==> src/rtl/div_sched_pkg.sv <==
// Shared definitions for the iterative divider sequencer: state encoding,
// counter width helper and the divide-by-zero quotient.
package div_sched_pkg;

  localparam int DIV_XLEN = 32;
  localparam logic [DIV_XLEN-1:0] DIV_ZERO_Q = '1;

  typedef enum logic [2:0] {
    ST_IDLE = 3'd0,
    ST_PREP = 3'd1,
    ST_CALC = 3'd2,
    ST_FIX  = 3'd3,
    ST_DONE = 3'd4
  } div_state_t;

  function automatic int div_cnt_w(input int xlen, input int step_bits);
    return $clog2(xlen / step_bits + 1);
  endfunction

endpackage

==> src/rtl/div_sched_if.sv <==
// Request/response handshake between EXM (master) and the divider sequencer (slave).
interface div_sched_if #(parameter int XLEN = div_sched_pkg::DIV_XLEN);

  logic            req_valid;
  logic            req_ready;
  logic            req_signed;
  logic            req_use_mod;
  logic [XLEN-1:0] req_x;
  logic [XLEN-1:0] req_y;
  logic            flush;
  logic            resp_valid;
  logic            resp_ready;
  logic [XLEN-1:0] resp_result;
  logic            busy;

  modport master (
    output req_valid, req_signed, req_use_mod, req_x, req_y, flush, resp_ready,
    input  req_ready, resp_valid, resp_result, busy
  );

  modport slave (
    input  req_valid, req_signed, req_use_mod, req_x, req_y, flush, resp_ready,
    output req_ready, resp_valid, resp_result, busy
  );

endinterface

==> src/rtl/div_iter_step.sv <==
// One CALC iteration of the restoring divider: shifts STEP_BITS dividend bits
// into the partial remainder, subtracting the divisor whenever it fits.
module div_iter_step #(
  parameter int XLEN      = 32,
  parameter int STEP_BITS = 1
) (
  input  logic [XLEN-1:0] rem_in,
  input  logic [XLEN-1:0] quo_in,
  input  logic [XLEN-1:0] dvs,
  output logic [XLEN-1:0] rem_out,
  output logic [XLEN-1:0] quo_out
);

  logic [XLEN-1:0] r;
  logic [XLEN-1:0] q;
  logic [XLEN:0]   trial;
  logic [XLEN:0]   diff;

  // r < dvs holds on entry to each bit, so trial < 2*dvs fits in XLEN+1 bits
  always_comb begin
    r     = rem_in;
    q     = quo_in;
    trial = '0;
    diff  = '0;
    for (int i = 0; i < STEP_BITS; i++) begin
      trial = {r, q[XLEN-1]};
      diff  = trial - {1'b0, dvs};
      q     = {q[XLEN-2:0], ~diff[XLEN]};
      r     = diff[XLEN] ? trial[XLEN-1:0] : diff[XLEN-1:0];
    end
    rem_out = r;
    quo_out = q;
  end

endmodule

==> src/rtl/div_sched.sv <==
// Sequencer for the shared iterative divider (div.w/mod.w/div.wu/mod.wu).
// Optional single-entry result cache enabled by defining DIV_RESULT_CACHE_EN.
//
// state   | meaning
// IDLE    | ready for a request
// PREP    | load partial remainder, detect divide-by-zero
// CALC    | XLEN/STEP_BITS shift-subtract iterations
// FIX     | sign correction, select quotient or remainder
// DONE    | result held until EXM consumes it
module div_sched
  import div_sched_pkg::*;
#(
  parameter int XLEN      = DIV_XLEN,
  parameter int STEP_BITS = 1
) (
  input  logic        clk,
  input  logic        reset,
  div_sched_if.slave  bus
);

  localparam int DIV_CNT_W = div_cnt_w(XLEN, STEP_BITS);
  localparam logic [DIV_CNT_W-1:0] CNT_LOAD = DIV_CNT_W'(XLEN / STEP_BITS - 1);

  div_state_t state;
  div_state_t state_nx;

  logic [XLEN-1:0]      x_raw;
  logic [XLEN-1:0]      rem;
  logic [XLEN-1:0]      quo;
  logic [XLEN-1:0]      dvs;
  logic [XLEN-1:0]      result;
  logic [XLEN-1:0]      rem_step;
  logic [XLEN-1:0]      quo_step;
  logic [XLEN-1:0]      q_fix;
  logic [XLEN-1:0]      r_fix;
  logic [XLEN-1:0]      x_abs;
  logic [XLEN-1:0]      y_abs;
  logic [XLEN-1:0]      hit_result;
  logic [DIV_CNT_W-1:0] cnt;
  logic                 use_mod;
  logic                 q_neg;
  logic                 r_neg;
  logic                 dbz;
  logic                 accept;
  logic                 hit;

  assign accept = bus.req_valid && (state == ST_IDLE) && !bus.flush;

  assign x_abs = (bus.req_signed && bus.req_x[XLEN-1]) ? -bus.req_x : bus.req_x;
  assign y_abs = (bus.req_signed && bus.req_y[XLEN-1]) ? -bus.req_y : bus.req_y;

  // The most negative dividend's magnitude is its own unsigned pattern, so the
  // 0x80000000 / -1 overflow case falls out of the abs/negate path unaided.
  assign q_fix = dbz ? XLEN'(DIV_ZERO_Q) : (q_neg ? -quo : quo);
  assign r_fix = dbz ? x_raw : (r_neg ? -rem : rem);

  div_iter_step #(
    .XLEN      (XLEN),
    .STEP_BITS (STEP_BITS)
  ) u_step (
    .rem_in  (rem),
    .quo_in  (quo),
    .dvs     (dvs),
    .rem_out (rem_step),
    .quo_out (quo_step)
  );

`ifdef DIV_RESULT_CACHE_EN
  logic            cache_valid;
  logic            c_signed;
  logic [XLEN-1:0] c_x;
  logic [XLEN-1:0] c_y;
  logic [XLEN-1:0] c_q;
  logic [XLEN-1:0] c_r;
  logic [XLEN-1:0] y_raw;
  logic            op_signed;

  assign hit = cache_valid && (c_x == bus.req_x) && (c_y == bus.req_y) &&
               (c_signed == bus.req_signed);
  assign hit_result = bus.req_use_mod ? c_r : c_q;

  always_ff @(posedge clk) begin
    if (reset) begin
      cache_valid <= 1'b0;
    end else if (state == ST_FIX && !bus.flush) begin
      cache_valid <= 1'b1;
      c_x         <= x_raw;
      c_y         <= y_raw;
      c_signed    <= op_signed;
      c_q         <= q_fix;
      c_r         <= r_fix;
    end
  end

  always_ff @(posedge clk) begin
    if (accept) begin
      y_raw     <= bus.req_y;
      op_signed <= bus.req_signed;
    end
  end
`else
  assign hit        = 1'b0;
  assign hit_result = '0;
`endif

  always_ff @(posedge clk) begin
    if (reset) begin
      state  <= ST_IDLE;
      result <= '0;
    end else begin
      state <= state_nx;
      if (state == ST_FIX && !bus.flush) begin
        result <= use_mod ? r_fix : q_fix;
      end else if (accept && hit) begin
        result <= hit_result;
      end
    end
  end

  always_comb begin
    state_nx = state;
    case (state)
      ST_IDLE: if (accept) state_nx = hit ? ST_DONE : ST_PREP;
      ST_PREP: state_nx = (dvs == '0) ? ST_FIX : ST_CALC;
      ST_CALC: if (cnt == '0) state_nx = ST_FIX;
      ST_FIX:  state_nx = ST_DONE;
      ST_DONE: if (bus.resp_ready) state_nx = ST_IDLE;
      default: state_nx = ST_IDLE;
    endcase
    if (bus.flush) state_nx = ST_IDLE;
  end

  always_ff @(posedge clk) begin
    case (state)
      ST_IDLE: begin
        if (accept) begin
          x_raw   <= bus.req_x;
          use_mod <= bus.req_use_mod;
          q_neg   <= bus.req_signed & (bus.req_x[XLEN-1] ^ bus.req_y[XLEN-1]);
          r_neg   <= bus.req_signed & bus.req_x[XLEN-1];
          quo     <= x_abs;
          dvs     <= y_abs;
        end
      end
      ST_PREP: begin
        rem <= '0;
        cnt <= CNT_LOAD;
        dbz <= (dvs == '0);
      end
      ST_CALC: begin
        rem <= rem_step;
        quo <= quo_step;
        cnt <= cnt - DIV_CNT_W'(1);
      end
      default: ;
    endcase
  end

  assign bus.req_ready   = (state == ST_IDLE);
  assign bus.resp_valid  = (state == ST_DONE);
  assign bus.resp_result = result;
  assign bus.busy        = (state != ST_IDLE) && !((state == ST_DONE) && bus.resp_ready);

endmodule
==> src/flat_wrapper.sv <==
// flat-port wrapper written by rule: the top's interface ports become plain ports
module div_sched_flat import div_sched_pkg::*;
#(
  parameter int XLEN      = DIV_XLEN,
  parameter int STEP_BITS = 1
)
  (clk, reset, bus_req_valid, bus_req_signed, bus_req_use_mod, bus_req_x, bus_req_y, bus_flush, bus_resp_ready, bus_req_ready, bus_resp_valid, bus_resp_result, bus_busy);
  div_sched_if #(.XLEN(XLEN)) bus_i ();
  input  logic clk;
  input  logic reset;
  input wire logic [$bits(bus_i.req_valid)-1:0] bus_req_valid;
  input wire logic [$bits(bus_i.req_signed)-1:0] bus_req_signed;
  input wire logic [$bits(bus_i.req_use_mod)-1:0] bus_req_use_mod;
  input wire logic [$bits(bus_i.req_x)-1:0] bus_req_x;
  input wire logic [$bits(bus_i.req_y)-1:0] bus_req_y;
  input wire logic [$bits(bus_i.flush)-1:0] bus_flush;
  input wire logic [$bits(bus_i.resp_ready)-1:0] bus_resp_ready;
  output wire logic [$bits(bus_i.req_ready)-1:0] bus_req_ready;
  output wire logic [$bits(bus_i.resp_valid)-1:0] bus_resp_valid;
  output wire logic [$bits(bus_i.resp_result)-1:0] bus_resp_result;
  output wire logic [$bits(bus_i.busy)-1:0] bus_busy;
  assign bus_i.req_valid = bus_req_valid;
  assign bus_i.req_signed = bus_req_signed;
  assign bus_i.req_use_mod = bus_req_use_mod;
  assign bus_i.req_x = bus_req_x;
  assign bus_i.req_y = bus_req_y;
  assign bus_i.flush = bus_flush;
  assign bus_i.resp_ready = bus_resp_ready;
  assign bus_req_ready = bus_i.req_ready;
  assign bus_resp_valid = bus_i.resp_valid;
  assign bus_resp_result = bus_i.resp_result;
  assign bus_busy = bus_i.busy;
  div_sched #(.XLEN(XLEN), .STEP_BITS(STEP_BITS)) u_core (.clk(clk), .reset(reset), .bus(bus_i));
endmodule
==> config.mk <==
export PLATFORM = sky130hd
export DESIGN_NAME = div_sched_flat
export DESIGN_NICKNAME = d
export VERILOG_FILES = /design/src/rtl/div_sched_pkg.sv /design/src/rtl/div_sched_if.sv /design/src/rtl/div_iter_step.sv /design/src/rtl/div_sched.sv /design/src/flat_wrapper.sv
export SDC_FILE = /design/constraint.sdc
export NUM_CORES = 1
export LEC_CHECK = 0
export BUFFER_PORTS_ARGS = -buffer_cell sky130_fd_sc_hd__buf_2
export CORE_ASPECT_RATIO = 0.8
export CORE_UTILIZATION = 50
export DETAILED_ROUTE_END_ITERATION = 10
export MAX_ROUTING_LAYER = met4
export PLACE_DENSITY = 0.69
export SYNTH_ARGS = -nofsm -noshare
export SYNTH_HDL_FRONTEND = slang
export SYNTH_SLANG_ARGS = --single-unit
==> constraint.sdc <==
create_clock -name clk -period 4.8 [get_ports clk]
set_input_delay 0.24 -clock clk [delete_from_list [all_inputs] [get_ports clk]]
set_output_delay 0.24 -clock clk [all_outputs]
set_load 0.005 [all_outputs]
==> PnR_summary.wiki <==
{| class="wikitable"
! Metric !! Value
|-
| Outcome || completed
|-
| Kind of critical path || flip-flop to flip-flop
|-
| Initial antenna violation count || 0
|-
| Setup Fix Bufs, Post-CTS || 0
|-
| Post-synth top area cell || sky130_fd_sc_hd__edfxtp_1
|-
| Detailed-routing iteration count for the pre-antenna-repair pass || 5
|-
| Residual overflow from global routing || 0
|-
| Post-synth top area share || 0.370
|-
| FILL cells || between 1500 and 2000
|-
| Final layout net count || between 1000 and 1500
|-
| IO buf count || roughly 110
|-
| Top cells by area in the synthesized netlist || sky130_fd_sc_hd__edfxtp_1, sky130_fd_sc_hd__dfxtp_1, sky130_fd_sc_hd__xnor2_1, sky130_fd_sc_hd__xor2_1, sky130_fd_sc_hd__ha_1
|-
| Width of the chip || between 150 and 200 um
|-
| H-tree Lvls || 4
|-
| HPWL Detailed || between 20000 and 25000 um
|-
| Endpoint of the worst register-to-register path || u_core.rem[6]$_SDFFCE_PN0P_
|-
| Required time at the worst-slack endpoint || ~5.0 ns
|-
| Antenna cell count || 0
|-
| CTS resizes || 0
|-
| Hold_buf cts || 1
|-
| Antenna Violating Nets Remaining || 0
|-
| Final Core Density || 0.576
|-
| Min-Delay Path Class || input port to flip-flop
|-
| Arr. time, crit path || just over 4 ns
|-
| Worst-case headroom to the max-slew limit || 0.272
|-
| Synthesized instance count || about 1200
|-
| DRC violations left || 0
|-
| Category of the worst setup path launch point || flip-flop
|-
| Layout overhead on the synthesized area || 12.0%
|-
| Finish-stage setup viols || 0
|-
| Global placement routability congestion || 0.938
|-
| Worst-margin pin slew || ~1.1 ns
|-
| Worst hold path depth || 1
|-
| Unique masters post-synth || 63
|-
| Largest net degree at the start of global routing || 71
|-
| Post-placement cell count || 1542
|-
| Biggest fanout along the worst timing path || 33
|-
| Setup clock skew after layout || approximately 0.012 ns
|-
| Clock Tree Root || sky130_fd_sc_hd__clkbuf_16
|-
| Warnings, synthesis || 0
|-
| Most frequent standard cell in the layout excluding fill and tap cells || sky130_fd_sc_hd__edfxtp_1
|-
| Leading cell types in the layout, fill and taps excluded || sky130_fd_sc_hd__edfxtp_1, sky130_fd_sc_hd__nand2_1, sky130_fd_sc_hd__buf_2
|-
| CTS Buf Count || 17
|-
| Footprint of the flip-flops and latches || 4840 sq um
|-
| Proportion of synthesized flip-flops having asynchronous set or reset || 0
|-
| Min Tclk post-route || slightly below 4 ns
|-
| Overall power consumption || between 3 and 4 mW
|-
| Maximum frequency from static timing analysis || 255 MHz
|-
| Count of routing violations after the opening detailed-route iteration || 1048
|-
| Ys flop type || sky130_fd_sc_hd__edfxtp_1
|-
| Met3 WL || around 2200 um
|-
| Sort of element at the end of the critical path || flip-flop
|-
| EDFF count, synth || roughly 140
|-
| Vertical die dimension || 136 um
|-
| CTS max path bufs || 2
|-
| Post-route clock period utilization || 0.818
|-
| RSZ-0062 raised after global routing || no
|-
| Met2 Routed Length || around 13000 um
|-
| Routed length per instance || 19.0 um
|-
| Die Footprint || ~23000 sq um
|-
| Synth Net Count || ~1300
|-
| Power Dens Cells || about 300 nW/um^2
|-
| Share of synthesized area occupied by flip-flops and latches || 0.432
|-
| Fraction of layout instances using a drive strength above 1 || 0.131
|-
| IR drop worst, VDD || approximately 0.18 mV
|-
| Clock transition at the registers of the reported paths || 0.07 ns
|-
| Final wirelength || approximately 30000 um
|-
| Static Leak || roughly 4.8 nW
|-
| Area used by multi-input combinational logic || around 5900 sq um
|-
| Row count || between 40 and 50
|-
| First-pass GRT wire length || about 47000 um
|-
| Met1 Routed Length || approximately 14000 um
|-
| Max-capacitance violation count || 0
|-
| DR vias || approximately 9400
|-
| Clock sink count || between 150 and 200
|-
| Avg Synthesized Cell Area || 9.49 sq um
|-
| Reg-to-reg slack, setup || 0.88 ns
|-
| Vias in the first global route || roughly 8600
|-
| Cell area after synthesis || between 10000 and 15000 sq um
|-
| R2r worst-path depth || 14
|-
| Total I/O pin count || roughly 110
|-
| Final instance count without filler cells || 1575
|-
| Standard cell core area || approximately 22000 sq um
|-
| Clock tree from TritonCTS || yes
|-
| Critical R2R Launch || u_core.quo[31]$_DFFE_PP_
|-
| Number of storage elements in the synthesis netlist || ~170
|-
| GR Util All Layers || 0.274
|-
| Number of hold violations in the final report || 0
|-
| Number of pins with negative max-slew slack in the final report || 0
|-
| Initial Util || 0.514
|-
| HP Start || bus_req_x[23]
|-
| Ratio of routed vias to standard cells || around 6.0
|-
| Setup TNS || 0 ns
|-
| Insertion delay to the later sink of the worst-skew pair || ~0.44 ns
|-
| Destination of the worst hold path || u_core.x_raw[23]$_DFFE_PP_
|-
| Top layer used by detailed routing || met4
|-
| Post-Route Hold Slack || a little under 0.007 ns
|}
## worst max-delay path, cell delays in order, from the launching register on
cell                        delay [ns]
sky130_fd_sc_hd__edfxtp_1         0.34
sky130_fd_sc_hd__inv_1            0.09
sky130_fd_sc_hd__ha_1             0.23
sky130_fd_sc_hd__fa_1             0.41
sky130_fd_sc_hd__nand2b_1         0.18
sky130_fd_sc_hd__a21oi_1          0.22
sky130_fd_sc_hd__o211ai_1         0.19
sky130_fd_sc_hd__a2111oi_0        0.56
sky130_fd_sc_hd__buf_4            0.23
sky130_fd_sc_hd__o21ai_0          0.24
sky130_fd_sc_hd__a21o_1           0.27
sky130_fd_sc_hd__nand3_2          0.14
sky130_fd_sc_hd__buf_12           0.24
sky130_fd_sc_hd__mux2i_1          0.23
sky130_fd_sc_hd__nor2_1           0.06
## per-layer routing
layer | track usage | vias to the layer above
met5 | - | -
met4 | 0.0886 | 0
met3 | 0.0346 | 54
met2 | 0.406 | 382
met1 | 0.388 | 4465
li1 | - | 4497
## stage by stage
| stage | worst slack (ns) | instance area (sq um) |
|---|---|---|
| 4_1_cts | 0.921 | 12600 |
| 2_1_floorplan | 1.39 | 11200 |
| 6_report | 0.876 | 12600 |
| 5_1_grt | 0.535 | 12600 |
| 3_3_place_gp | 1.28 | 11900 |
| 3_5_place_dp | 1.09 | 11900 |
## worst max-delay path by stage
stage / start / to / cells past startpoint
after floorplan: u_core.dvs[0]$_DFFE_PP_ / u_core.rem[10]$_SDFFCE_PN0P_ / 13
after global placement: u_core.quo[31]$_DFFE_PP_ / u_core.rem[8]$_SDFFCE_PN0P_ / 14
after detailed placement: u_core.quo[31]$_DFFE_PP_ / u_core.rem[6]$_SDFFCE_PN0P_ / 14
after CTS: u_core.quo[31]$_DFFE_PP_ / u_core.rem[6]$_SDFFCE_PN0P_ / 14
after global routing: u_core.rem[8]$_SDFFCE_PN0P_ / u_core.rem[6]$_SDFFCE_PN0P_ / 12
final: u_core.quo[31]$_DFFE_PP_ / u_core.rem[6]$_SDFFCE_PN0P_ / 14
## logic make-up (layout without fill, tap and decap cells)
logic type               Yosys count  after routing  share of synthesized area
AND/OR/NAND/NOR                  362            362                      0.156
AO/OA/AOI/OAI                    315            315                      0.178
flip-flops                       173            173                      0.432
XOR/XNOR                         149            149                      0.116
buffers and inverters            108            202                     0.0423
adder cells (fa/ha/maj)           39             39                     0.0442
multiplexers                      35             35                     0.0313
## power breakdown
group	switching (mW)	total (mW)	internal (mW)
Combinational	0.364	0.616	0.252
Sequential	0.0754	1.78	1.71
Clock	0.635	1.46	0.823
## final cells by class
cell class | instances | share of cell area
flip-flops and latches | 173 | 0.386
clock inverters | 13 | 0.0121
well taps | 300 | 0.0299
clock buffers | 19 | 0.0370
repair buffers | 115 | 0.0490
multi-input cells | 900 | 0.470
inverters | 55 | 0.0164
## flip-flops by register name, summed over array words and instances, names as in the netlist
| signal | count |
|---|---|
| u_core.bus.resp_result | 32 |
| u_core.cnt | 6 |
| u_core.dbz | 1 |
| u_core.dvs | 32 |
| u_core.q_neg | 1 |
| u_core.quo | 32 |
| u_core.r_neg | 1 |
| u_core.rem | 32 |
| u_core.state | 3 |
| u_core.use_mod | 1 |
| u_core.x_raw | 32 |
## synth_stat cells (4+ instances only)
library cell               count
sky130_fd_sc_hd__nand2_1     122
sky130_fd_sc_hd__xor2_1       70
sky130_fd_sc_hd__a21oi_1      85
sky130_fd_sc_hd__o221ai_1     15
sky130_fd_sc_hd__nand2b_1      7
sky130_fd_sc_hd__o21ai_0      93
sky130_fd_sc_hd__nand4_1       7
sky130_fd_sc_hd__clkbuf_1     42
sky130_fd_sc_hd__a31oi_1       9
sky130_fd_sc_hd__nor2b_1       7
sky130_fd_sc_hd__mux2i_1      35
sky130_fd_sc_hd__or4_4         5
sky130_fd_sc_hd__xnor2_1      79
sky130_fd_sc_hd__buf_2         4
sky130_fd_sc_hd__ha_1         38
sky130_fd_sc_hd__nand3b_1      4
sky130_fd_sc_hd__dfxtp_1      35
sky130_fd_sc_hd__a221oi_1     10
sky130_fd_sc_hd__inv_1        55
sky130_fd_sc_hd__clkbuf_8      6
sky130_fd_sc_hd__nor2_1      100
sky130_fd_sc_hd__o21a_1        4
sky130_fd_sc_hd__o31ai_1      26
sky130_fd_sc_hd__and3_1       10
sky130_fd_sc_hd__or3_1         7
sky130_fd_sc_hd__o41ai_1      16
sky130_fd_sc_hd__a32o_1        4
sky130_fd_sc_hd__or4_1        14
sky130_fd_sc_hd__a21o_1       14
sky130_fd_sc_hd__nor4_1       19
sky130_fd_sc_hd__or2_2         6
sky130_fd_sc_hd__nand3_1      18
sky130_fd_sc_hd__o211ai_1     11
sky130_fd_sc_hd__edfxtp_1    138
sky130_fd_sc_hd__nor3_1       19
sky130_fd_sc_hd__and2_1        5
No activity file was read; power rests on OpenSTA's default activity.
